==> src/rtl/vga_timing_monitor.sv <==
// VGA timing monitor: measures line/frame timing of a VGA stream sampled
// on CLOCK_50, locks onto stable timing and captures one probed pixel.
module vga_timing_monitor #(
    parameter int H_TOTAL     = 800,
    parameter int H_ACTIVE    = 640,
    parameter int V_TOTAL     = 525,
    parameter int V_ACTIVE    = 480,
    parameter int LOCK_FRAMES = 2
) (
    input  logic        CLOCK_50,
    input  logic        RESET,
    input  logic        VGA_CLK,
    input  logic        VGA_HS,
    input  logic        VGA_VS,
    input  logic        VGA_BLANK_N,
    input  logic [7:0]  VGA_R,
    input  logic [7:0]  VGA_G,
    input  logic [7:0]  VGA_B,
    input  logic [9:0]  PROBE_X,
    input  logic [9:0]  PROBE_Y,
    input  logic        ERR_CLR,
    output logic        LOCKED,
    output logic        SYNC_ERR,
    output logic [9:0]  LINE_LEN,
    output logic [9:0]  FRAME_LINES,
    output logic [15:0] FRAME_COUNT,
    output logic [23:0] PROBE_RGB,
    output logic        PROBE_VALID
);
    localparam logic [11:0] HT  = 12'(H_TOTAL);
    localparam logic [11:0] HT2 = 12'(2 * H_TOTAL);
    localparam logic [9:0]  HA  = 10'(H_ACTIVE);
    localparam logic [9:0]  VT  = 10'(V_TOTAL);
    localparam logic [9:0]  VA  = 10'(V_ACTIVE);
    localparam logic [7:0]  LF  = 8'(LOCK_FRAMES);

    typedef enum logic [1:0] {SEARCH, MEASURE, LOCK} state_e;

    state_e      state_q, state_d;
    logic        vclk_q, hs_q, hs_d, vs_q, vs_d;
    logic [6:0]  idle_q, idle_d;
    logic [11:0] line_cnt_q, line_cnt_d;
    logic [9:0]  col_q, col_d, act_q, act_d, lines_q, lines_d;
    logic        lerr_q, lerr_d;
    logic [7:0]  gcnt_q, gcnt_d;
    logic        locked_q, locked_d, err_q, err_d;
    logic [9:0]  len_q, len_d, flines_q, flines_d;
    logic [15:0] frame_cnt_q, frame_cnt_d;
    logic        pend_q, pend_d, pvalid_q, pvalid_d;
    logic [23:0] pend_rgb_q, pend_rgb_d, rgb_q, rgb_d;

    logic        tick, clk_edge, lclose, fclose, line_act, lerr_now;
    logic        good, cap, timeout, set_err;
    logic [9:0]  nlines, nact, cur_col, cur_row;

    assign tick     = VGA_CLK & ~vclk_q;
    assign clk_edge = VGA_CLK ^ vclk_q;
    assign lclose   = tick & hs_q & ~VGA_HS;
    assign fclose   = tick & vs_q & ~VGA_VS;
    assign line_act = (col_q != '0);
    assign lerr_now = (line_cnt_q != HT) || (line_act && (col_q != HA));
    // A line closing on the frame-close tick is counted into the old frame
    assign nlines   = lines_q + 10'(lclose);
    assign nact     = act_q + 10'(lclose & line_act);
    assign good     = (nlines == VT) && (nact == VA) && !lerr_q
                      && !(lclose && lerr_now);
    assign cur_col  = lclose ? '0 : col_q;
    assign cur_row  = fclose ? '0 : nact;
    assign cap      = tick & VGA_BLANK_N & (cur_col == PROBE_X)
                      & (cur_row == PROBE_Y);
    assign timeout  = idle_q[6] | (line_cnt_q >= HT2);

    always_comb begin
        hs_d        = hs_q;
        vs_d        = vs_q;
        idle_d      = idle_q;
        line_cnt_d  = line_cnt_q;
        col_d       = col_q;
        act_d       = act_q;
        lines_d     = lines_q;
        lerr_d      = lerr_q;
        len_d       = len_q;
        flines_d    = flines_q;
        frame_cnt_d = frame_cnt_q;
        pend_d      = pend_q;
        pend_rgb_d  = pend_rgb_q;
        rgb_d       = rgb_q;
        pvalid_d    = 1'b0;
        state_d     = state_q;
        gcnt_d      = gcnt_q;
        set_err     = 1'b0;

        if (clk_edge) begin
            idle_d = '0;
        end else if (!idle_q[6]) begin
            idle_d = idle_q + 7'd1;
        end

        if (tick) begin
            hs_d = VGA_HS;
            vs_d = VGA_VS;
            if (line_cnt_q != '1) line_cnt_d = line_cnt_q + 12'd1;
            if (VGA_BLANK_N) col_d = col_q + 10'd1;
            if (lclose) begin
                line_cnt_d = 12'd1;
                col_d      = {9'd0, VGA_BLANK_N};
                len_d      = line_cnt_q[9:0];
                lines_d    = nlines;
                act_d      = nact;
                lerr_d     = lerr_q | lerr_now;
            end
            if (fclose) begin
                lines_d  = '0;
                act_d    = '0;
                lerr_d   = 1'b0;
                flines_d = nlines;
                if (state_q != SEARCH) frame_cnt_d = frame_cnt_q + 16'd1;
                if (pend_q) begin
                    rgb_d    = pend_rgb_q;
                    pvalid_d = 1'b1;
                end
                pend_d = 1'b0;
            end
            if (cap) begin
                pend_d     = 1'b1;
                pend_rgb_d = {VGA_R, VGA_G, VGA_B};
            end
        end

        unique case (state_q)
            SEARCH: begin
                if (fclose) begin
                    state_d = MEASURE;
                    gcnt_d  = '0;
                end
            end
            MEASURE: begin
                if (fclose) begin
                    if (good) begin
                        gcnt_d = gcnt_q + 8'd1;
                        if (gcnt_q + 8'd1 >= LF) state_d = LOCK;
                    end else begin
                        gcnt_d = '0;
                    end
                end
            end
            LOCK: begin
                if ((lclose && lerr_now) || (fclose && !good)) begin
                    state_d = MEASURE;
                    gcnt_d  = '0;
                    set_err = 1'b1;
                end
            end
            default: state_d = SEARCH;
        endcase

        if (timeout) begin
            state_d = SEARCH;
            gcnt_d  = '0;
            if (state_q == LOCK) set_err = 1'b1;
        end

        err_d = set_err ? 1'b1 : (ERR_CLR ? 1'b0 : err_q);
        locked_d = (state_d == LOCK);
    end

    always_ff @(posedge CLOCK_50) begin
        if (RESET) begin
            state_q     <= SEARCH;
            vclk_q      <= 1'b0;
            hs_q        <= 1'b0;
            vs_q        <= 1'b0;
            idle_q      <= '0;
            line_cnt_q  <= '0;
            col_q       <= '0;
            act_q       <= '0;
            lines_q     <= '0;
            lerr_q      <= 1'b0;
            gcnt_q      <= '0;
            locked_q    <= 1'b0;
            err_q       <= 1'b0;
            len_q       <= '0;
            flines_q    <= '0;
            frame_cnt_q <= '0;
            pend_q      <= 1'b0;
            pend_rgb_q  <= '0;
            rgb_q       <= '0;
            pvalid_q    <= 1'b0;
        end else begin
            state_q     <= state_d;
            vclk_q      <= VGA_CLK;
            hs_q        <= hs_d;
            vs_q        <= vs_d;
            idle_q      <= idle_d;
            line_cnt_q  <= line_cnt_d;
            col_q       <= col_d;
            act_q       <= act_d;
            lines_q     <= lines_d;
            lerr_q      <= lerr_d;
            gcnt_q      <= gcnt_d;
            locked_q    <= locked_d;
            err_q       <= err_d;
            len_q       <= len_d;
            flines_q    <= flines_d;
            frame_cnt_q <= frame_cnt_d;
            pend_q      <= pend_d;
            pend_rgb_q  <= pend_rgb_d;
            rgb_q       <= rgb_d;
            pvalid_q    <= pvalid_d;
        end
    end

    assign LOCKED      = locked_q;
    assign SYNC_ERR    = err_q;
    assign LINE_LEN    = len_q;
    assign FRAME_LINES = flines_q;
    assign FRAME_COUNT = frame_cnt_q;
    assign PROBE_RGB   = rgb_q;
    assign PROBE_VALID = pvalid_q;
endmodule
==> config.mk <==
export PLATFORM = sky130hd
export DESIGN_NAME = vga_timing_monitor
export DESIGN_NICKNAME = d
export VERILOG_FILES = /design/src/rtl/vga_timing_monitor.sv
export SDC_FILE = /design/constraint.sdc
export NUM_CORES = 1
export LEC_CHECK = 0
export BUFFER_PORTS_ARGS = -buffer_cell sky130_fd_sc_hd__buf_2
export CAP_MARGIN = 15
export CORE_MARGIN = 1
export CORE_UTILIZATION = 50
export CTS_CLUSTER_SIZE = 24
export DETAILED_ROUTE_END_ITERATION = 8
export HOLD_SLACK_MARGIN = 0.15
export PLACE_DENSITY = 0.74
export SLEW_MARGIN = 10
export SYNTH_ARGS = -nofsm -noshare
export SYNTH_HDL_FRONTEND = slang
export SYNTH_SLANG_ARGS = --single-unit
==> constraint.sdc <==
create_clock -name CLOCK_50 -period 5.3 [get_ports CLOCK_50]
set_clock_uncertainty 0.2 [all_clocks]
set_input_delay 0.265 -clock CLOCK_50 [delete_from_list [all_inputs] [get_ports CLOCK_50]]
set_output_delay 0.265 -clock CLOCK_50 [all_outputs]
set_load 0.005 [all_outputs]
* Word level (Yosys, flattened, before mapping)
Cells that the tools add are included.
** Word-level totals
- Logic and storage cells :: 127
- Input port bits :: 51
- Register bits after elaboration :: 151
- Output and inout port bits :: 63
** Cells by class
- Reductions and logical operators :: 33
- Bitwise logic cells :: 17
- Muxes and demuxes :: 34
- Equality and inequality tests :: 13
- Add/subtract/negate cells :: 7
- Order comparisons :: 2
** Operator list (number)
- 2-to-1 mux 10 bit :: 8
- 2-to-1 mux 8 bit :: 4
- 2-to-1 mux 12 bit :: 2
- case mux 8 bit (3 select lines) :: 1
- adder 10 x 1 -> 10 bit :: 2
- == test 10 bit :: 2
- adder 16 x 1 -> 16 bit, second input constant :: 1
- AND reduction 2 bit :: 7
- adder 12 x 1 -> 12 bit, second input constant :: 1
- greater-or-equal comparator 12 x 11 -> 1 bit, second input constant :: 1
- 2-to-1 mux 2 bit :: 6
- != test 12 x 10 -> 1 bit, second input constant :: 1
- != test 12 bit, second input constant :: 1
- nonzero test 2 bit :: 6
- 2-to-1 mux 1 bit :: 11
- adder 10 x 1 -> 10 bit, second input constant :: 1
- == test 10 bit, second input constant :: 1
- == test 10 x 9 -> 1 bit, second input constant :: 1
- != test 10 bit, second input constant :: 1
- nonzero test 10 bit :: 1
- AND 1 bit :: 9
- adder 8 x 1 -> 8 bit, second input constant :: 1
- greater-or-equal comparator 8 x 2 -> 1 bit, second input constant :: 1
- adder 7 x 1 -> 7 bit, second input constant :: 1
- other kinds (17) :: 35

* Longest topological paths before layout
Gate-level depths: netlist of the first run.
- Word-level depth :: 18
- Mapped depth :: 17
- Mapped depth without buffers :: 14

* Worst setup path after synthesis of the first run
Ideal clock, no wire load.
- Path type :: register to register
- From :: register col_q[0]
- To :: register pend_rgb_q[10]
- Setup time :: 0.070 ns
- Required time :: 5.030 ns
- Stages on the path, launching flop included :: 16
- Buffers on the path :: 1
- Path slack :: 1.016 ns
- Arrival time :: 4.013 ns
- Period minus slack after synthesis :: 4.284 ns
- Path through :: dfxtp_1 > inv_1 > ha_1 > or4b_2 > nor4_1 > a21oi_1 > ha_1 > ha_1 > inv_1 > a2111o_1 > a2111oi_2 > or4b_4 > a2111oi_4 > buf_6 > nand4_1 > a21oi_1
** On the way
- Word-level cells in the longest chain between the ends :: 7
- Elaborated cells between the ends (all ways) :: 10
- Classes of those cells :: add/sub: 1; eq/ne: 2; mux: 2; bitwise: 3; reduce/logical: 2
** Ends and longest elaborated chain
- from (decl) :: RTL line 43 : logic [9:0] col_q, col_d, act_q, act_d, lines_q, lines_d;
- from (signal assigned) :: RTL line 196 : col_q <= col_d;
- nonzero test 10 bit :: RTL line 60 : assign line_act = (col_q != '0);
- AND 1 bit :: RTL line 64 : assign nact = act_q + 10'(lclose & line_act);
- adder 10 x 1 -> 10 bit :: RTL line 64
- 2-to-1 mux 10 bit :: RTL line 68 : assign cur_row = fclose ? '0 : nact;
- == test 10 bit :: RTL line 70 : & (cur_row == PROBE_Y);
- AND 1 bit (*) :: RTL line 70
- AND reduction 2 bit (no source line) (*)
- to (signal assigned) :: RTL line 207 : pend_rgb_q <= pend_rgb_d;
- to (decl) :: RTL line 50 : logic [23:0] pend_rgb_q, pend_rgb_d, rgb_q, rgb_d;
Mark *: on every way between the ends. The rest lies on a longest branch, timed or not.
A chain may end at the register's enable or synchronous reset.

* Final worst setup path of the first run
- From :: register col_q[0]
- To :: register pend_rgb_q[1]
The elaborated chain is that of the path after synthesis.

==> results of run 1 <==
[metal layers]
metal	GRT usage (%)	part of all wire, %	up-vias
li1	-	-	3334
met1	31.7	46	3069
met2	39.4	46	205
met3	5.90	6.2	30
met4	9.22	2.1	2
met5	0	0.073	-
[registers in the layout, summed over array words and instances (netlist names), 8 cells and up]
name,flops
FRAME_LINES,10
PROBE_RGB,24
act_q,10
FRAME_COUNT,16
LINE_LEN,10
lines_q,10
pend_rgb_q,24
gcnt_q,8
col_q,10
line_cnt_q,12
[report_power, final]
| part | switching [mW] | internal [mW] | total [mW] |
|---|---|---|---|
| combinational | 0.0662 | 0.0497 | 0.116 |
| clock | 0.493 | 0.856 | 1.35 |
| sequential | 0.00562 | 1.14 | 1.15 |
| total | 0.564 | 2.05 | 2.61 |
[logic make-up after synthesis]
| kind of cell | count (synthesis) | share of synthesized area (%) |
|---|---|---|
| multiplexers | 8 | 1.28 |
| buffers and inverters | 69 | 3.97 |
| AND/OR/NAND/NOR | 383 | 26.7 |
| XOR/XNOR | 66 | 8.36 |
| flip-flops | 151 | 41.7 |
| AO/OA/AOI/OAI | 191 | 15.7 |
| adder cells (fa/ha/maj) | 13 | 2.25 |
[worst max-delay path, cell delays in order, from the launching register on]
cell and delay [ns]:
dfxtp_1 0.36, inv_1 0.11, ha_1 0.15, or4b_2 0.57, nor4_1 0.28, a21oi_1 0.12
ha_1 0.23, ha_1 0.32, inv_1 0.07, a2111o_1 0.40, a2111oi_2 0.33, or4b_4 0.51
a2111oi_4 0.27, buf_4 0.32, nand4_1 0.14, a21oi_1 0.21
[worst max path at each step]
stage / from / endpoint / slack, ns / depth (start not counted)
2_1_floorplan: col_q[0] / pend_rgb_q[10] / 1.02 / 15
3_3_place_gp: col_q[0] / pend_rgb_q[9] / 0.78 / 15
3_5_place_dp: col_q[0] / pend_rgb_q[1] / 0.67 / 15
4_1_cts: col_q[0] / pend_rgb_q[1] / 0.65 / 15
5_1_grt: col_q[0] / pend_rgb_q[12] / 0.34 / 15
6_report: col_q[0] / pend_rgb_q[1] / 0.63 / 15
[cells in the mapped netlist (6+ instances only)]
master	count	share of area, %
and3_1	16	1.4
nor2b_1	20	1.7
xor2_1	32	3.9
nor3_1	16	1.1
a31oi_1	6	0.52
nor2_1	75	3.9
a21oi_1	92	6.4
clkbuf_1	43	2.2
nand2b_1	6	0.52
mux2i_1	7	0.97
a211oi_1	8	0.83
and2_1	6	0.52
nand2_1	125	6.5
dfxtp_1	151	42
nand3_1	22	1.5
o21ai_0	50	3.5
ha_1	13	2.2
or3_1	21	1.8
xnor2_1	32	3.9
nand4_1	37	3.2
nor4_1	7	0.60
inv_1	15	0.78
[what timing repair did]
action,4_1_cts,5_1_grt
endpoints found under the hold margin,30,0
hold buffers,29,0
buffers inserted,0,0
[area by class of cell]
type / count / area (um2)
clock buffers: 19 / 443
clock inverters: 12 / 215
fillers: 1188 / 5180
inverters: 15 / 56.3
multi-input cells: 661 / 3940
flip-flops and latches: 151 / 3020
well taps: 180 / 225
repair buffers: 149 / 908
==> flow_summary.ini, run 1 <==
[status]
status = completed

[power]
p_per_area_mw_per_mm2 = 296
power_leakage_nw = 3.40
ir_drop_uv = 187
p_total_mw = 2.61

[hold_path]
hold_depth = 2
hold_class = input port to flop
min_from = RESET
min_to = FRAME_COUNT[5]

[drt]
drtIter0Drc = 582
wl_per_cell_um = 14.9
detail_route.first_pass.iterations = 5
vias_per_cell = 5.59
detail-route-antenna-nets = 0
drc = 0
num_vias = 6640
routed_wl_um = 17700

[sta]
fin_ws_ns = 0.626
setup_viol = 0
drv_slew = 0
fin_crit_ns = 4.67
worst_pin_slew_ns = 1.13
hold_ws_ns = 0.180
post-route-period-util_pct = 88.2
slew-limit-headroom_pct = 24.3
fmax_ghz = 0.214
finalSetupTns_ns = 0
rsz0062_at_grt = false
finalHoldViolations = 0

[global_routing]
grt_pass1_wl_um = 29100
track_usage_pct = 24.5
grt_pass1_vias = 6074
grt_max_degree = 64
antenna_found_initial = 1
gr-total-overflow = 0

[clock_tree]
cts_resized = 0
ctsLongestPathBuffers = 2
cts_num_sinks = 151
insertion_delay_ns = 0.43
cts_tree = built
cts_root_buf = clkbuf_16
cts_buffers = 17
cts.clk_slew.worst_paths_ns = 0.06
htreeDepth = 4

[synthesis]
synth_flop_cell = dfxtp_1
ys_seq_elements = 151
syn_nets = 945
syn_inst = 881
yosysUniqueCellTypes = 63
yosysWarnings = 0
seq_area_frac_synth_pct = 41.7
avgSynthCellArea_um2 = 8.22
netlist_area_mm2 = 0.00724
synth-edff-count = 0
synthArstFlopShare_pct = 0

[placement]
dp_hpwl_um = 11600
portBuffers = 113
pre_cts_slack_ns = 0.672
dp.cells = 1127
post_dp_cell_area_mm2 = 0.00786
place.gp.congestion = 0.896

[setup_path]
ff2ff_setup_slack_ns = 0.63
reg2reg_depth = 15
crit_fanout = 24
r2r_end = pend_rgb_q[1]
r2r_start = col_q[0]
end_kind = flop
cp-start-kind = flop
arrival_ns = 4.82
path_class = flop to flop
required_ns = 5.45

[cells_and_area]
fin_cells = 1187
drive_gt1_share_pct = 15.8
post-route-util_pct = 63.0
final_common_cell = dfxtp_1
antenna_cells = 0
finalNetCount = 1059
design_area_mm2 = 0.00881
layout_common_cells = dfxtp_1, nand2_1, buf_2
area_growth_pct = 21.6

[floorplan]
die_x_um = 122
die_h_um = 122
rows = 43
boundaryPins = 114
coreArea_mm2 = 0.0140
initial_core_util_pct = 51.8
die_area_mm2 = 0.0150

[run]
maxCapViolCount = 0
Power figures use the tool's default switching activity.
==> run 2, diff against run 1 <==
--- a/config.mk
+++ b/config.mk
@@ -8,11 +8,11 @@
 export BUFFER_PORTS_ARGS = -buffer_cell sky130_fd_sc_hd__buf_2
 export CAP_MARGIN = 15
 export CORE_MARGIN = 1
-export CORE_UTILIZATION = 50
+export CORE_UTILIZATION = 55
 export CTS_CLUSTER_SIZE = 24
 export DETAILED_ROUTE_END_ITERATION = 8
 export HOLD_SLACK_MARGIN = 0.15
-export PLACE_DENSITY = 0.74
+export PLACE_DENSITY = 0.8
 export SLEW_MARGIN = 10
 export SYNTH_ARGS = -nofsm -noshare
 export SYNTH_HDL_FRONTEND = slang
==> run 2 against run 1 <==
Sequential cell count did not move. Count of clock-buffer cells in the layout is 3 higher. Sequential share of layout area grew 0.39 points. Worst hold slack worse by 0.027 ns. Global-route usage up 2.2 points. Sequential power about the same. Cell area is 1.1% lower. Clock power is 14% lower. Maximum frequency decreased by 0.56%. Total power decreased by 7.2%. Non-clock buffer count is the same. Largest cell class unchanged.
==> flow_summary.ini, run 2 (same netlist as run 1, synthesis figures left out) <==
[status]
status = completed

[placement]
dp_hpwl_um = 11500
place.gp.congestion = 0.945
portBuffers = 113
post_dp_cell_area_mm2 = 0.00785

[drt]
routed_wl_um = 17800
vias_per_cell = 5.72
drc = 0
detail-route-antenna-nets = 0
num_vias = 6759
drtIter0Drc = 620
wl_per_cell_um = 15.1
detail_route.first_pass.iterations = 5

[power]
clockPowerShare_pct = 47.9
p_per_area_mw_per_mm2 = 278
p_total_mw = 2.42
combinationalPowerShare_pct = 4.8
p_int_mw = 1.88
seqPwrFrac_pct = 47.3
swShare_pct = 22.6
ir_drop_uv = 197
p_sw_mw = 0.548
power_leakage_nw = 3.36

[sta]
setup_viol = 0
finalHoldViolations = 0
drv_slew = 0
fin_crit_ns = 4.70
rsz0062_at_grt = false
finalSetupTns_ns = 0
worst_pin_slew_ns = 1.15
slew-limit-headroom_pct = 23.2
fmax_ghz = 0.213
post-route-period-util_pct = 88.7

[floorplan]
die_x_um = 117
boundaryPins = 114
die_h_um = 117
die_area_mm2 = 0.0136
initial_core_util_pct = 56.9
rows = 41
coreArea_mm2 = 0.0127

[global_routing]
track_usage_pct = 26.7
grt_max_degree = 62
grt_pass1_wl_um = 28500
antenna_found_initial = 2
grt_pass1_vias = 5916
gr-total-overflow = 0

[clock_tree]
cts.clk_slew.worst_paths_ns = 0.06
cts_resized = 0
insertion_delay_ns = 0.43
cts_buffers = 17
ctsLongestPathBuffers = 2
cts_root_buf = clkbuf_16
htreeDepth = 4
post-cts-setup-buffers = 0
cts_num_sinks = 151
ctsHoldBuffers = 29
cts_tree = built

[setup_path]
r2r_end = pend_rgb_q[9]
ff2ff_setup_slack_ns = 0.60
worst_path_most_repeated_cell = ha_1
end_kind = flop
required_ns = 5.45
crit_fanout = 24
path_class = flop to flop
cp-start-kind = flop
endpoint = pend_rgb_q[9]
reg2reg_depth = 15
r2r_start = col_q[0]
crit_slowest_cell = or4b_2
max_stage_delay_ns = 0.57
arrival_ns = 4.85
worstSetupStartpoint = col_q[0]
path_cells = inv_1, ha_1, or4b_2, nor4_1, a21oi_1, ha_1, ha_1, inv_1, a2111o_1, a2111oi_2, or4b_4, a2111oi_4, buf_4, nand4_1, a21oi_1

[cells_and_area]
final_common_cell = dfxtp_1
layout_common_cells = dfxtp_1, nand2_1, buf_2
area_growth_pct = 20.3
drive_gt1_share_pct = 15.7
finalNetCount = 1059
design_area_mm2 = 0.00871
nFillCells = 1051

[hold_path]
min_from = RESET
hold_class = input port to flop

[run]
maxCapViolCount = 0
## run 2: power groups by stage
| stage | clock network [mW] | registers (mW) | logic (mW) |
|---|---|---|---|
| 2_1_floorplan | 0 | 1.17 | 0.0587 |
| 3_3_place_gp | 0 | 1.17 | 0.0967 |
| 3_5_place_dp | 0 | 1.17 | 0.0974 |
| 4_1_cts | 1.18 | 1.15 | 0.114 |
| 5_1_grt | 1.23 | 1.15 | 0.125 |
| 6_report | 1.16 | 1.15 | 0.116 |
## run 2: critical path: cells and delay by family, from the launching register on
kind                     cells  cell delay, ns
buffers and inverters        3            0.50
flip-flops                   1            0.36
AND/OR/NAND/NOR              4            1.52
AO/OA/AOI/OAI                5            1.35
adder cells (fa/ha/maj)      3            0.68
## run 2: cell type report
cell class              count  area (um2)  share of cell area (%)
multi-input cells         661        3940                    45.2
flip-flops and latches    151        3020                    34.7
repair buffers            149         908                    10.4
clock buffers              22         474                    5.44
well taps                 172         215                    2.47
clock inverters             9        90.1                    1.03
inverters                  15        56.3                   0.646
diodes                      2        5.00                  0.0574
## run 2: per-stage QoR
step | hold slack [ns] | utilization, % | setup WS, ns | instances
after global placement | 0.233 | 61.7 | 0.802 | 1119
final | 0.153 | 68.5 | 0.599 | 1181
after CTS | 0.151 | 68.5 | 0.617 | 1179
after detailed placement | 0.238 | 61.7 | 0.656 | 1119
after floorplan | 0.193 | - | 1.02 | 881
after global routing | 0.171 | 68.5 | 0.243 | 1180
## run 2: how the worst min path moves through the flow
stage / to / slack [ns] / depth (start not counted)
after floorplan: vclk_q / 0.19 / 1
after global placement: PROBE_RGB[16] / 0.23 / 2
after detailed placement: PROBE_RGB[16] / 0.24 / 2
after CTS: vs_q / 0.15 / 3
after global routing: hs_q / 0.17 / 3
final: PROBE_VALID / 0.15 / 3
## run 2: metal layers
metal  track usage [%]  share of wire [%]  vias to the layer above
li1                  -                  -                     3333
met4              11.5                2.9                        0
met3              5.87                6.0                       49
met5                 0                  0                        -
met2              43.3                 47                      233
met1              34.4                 44                     3144
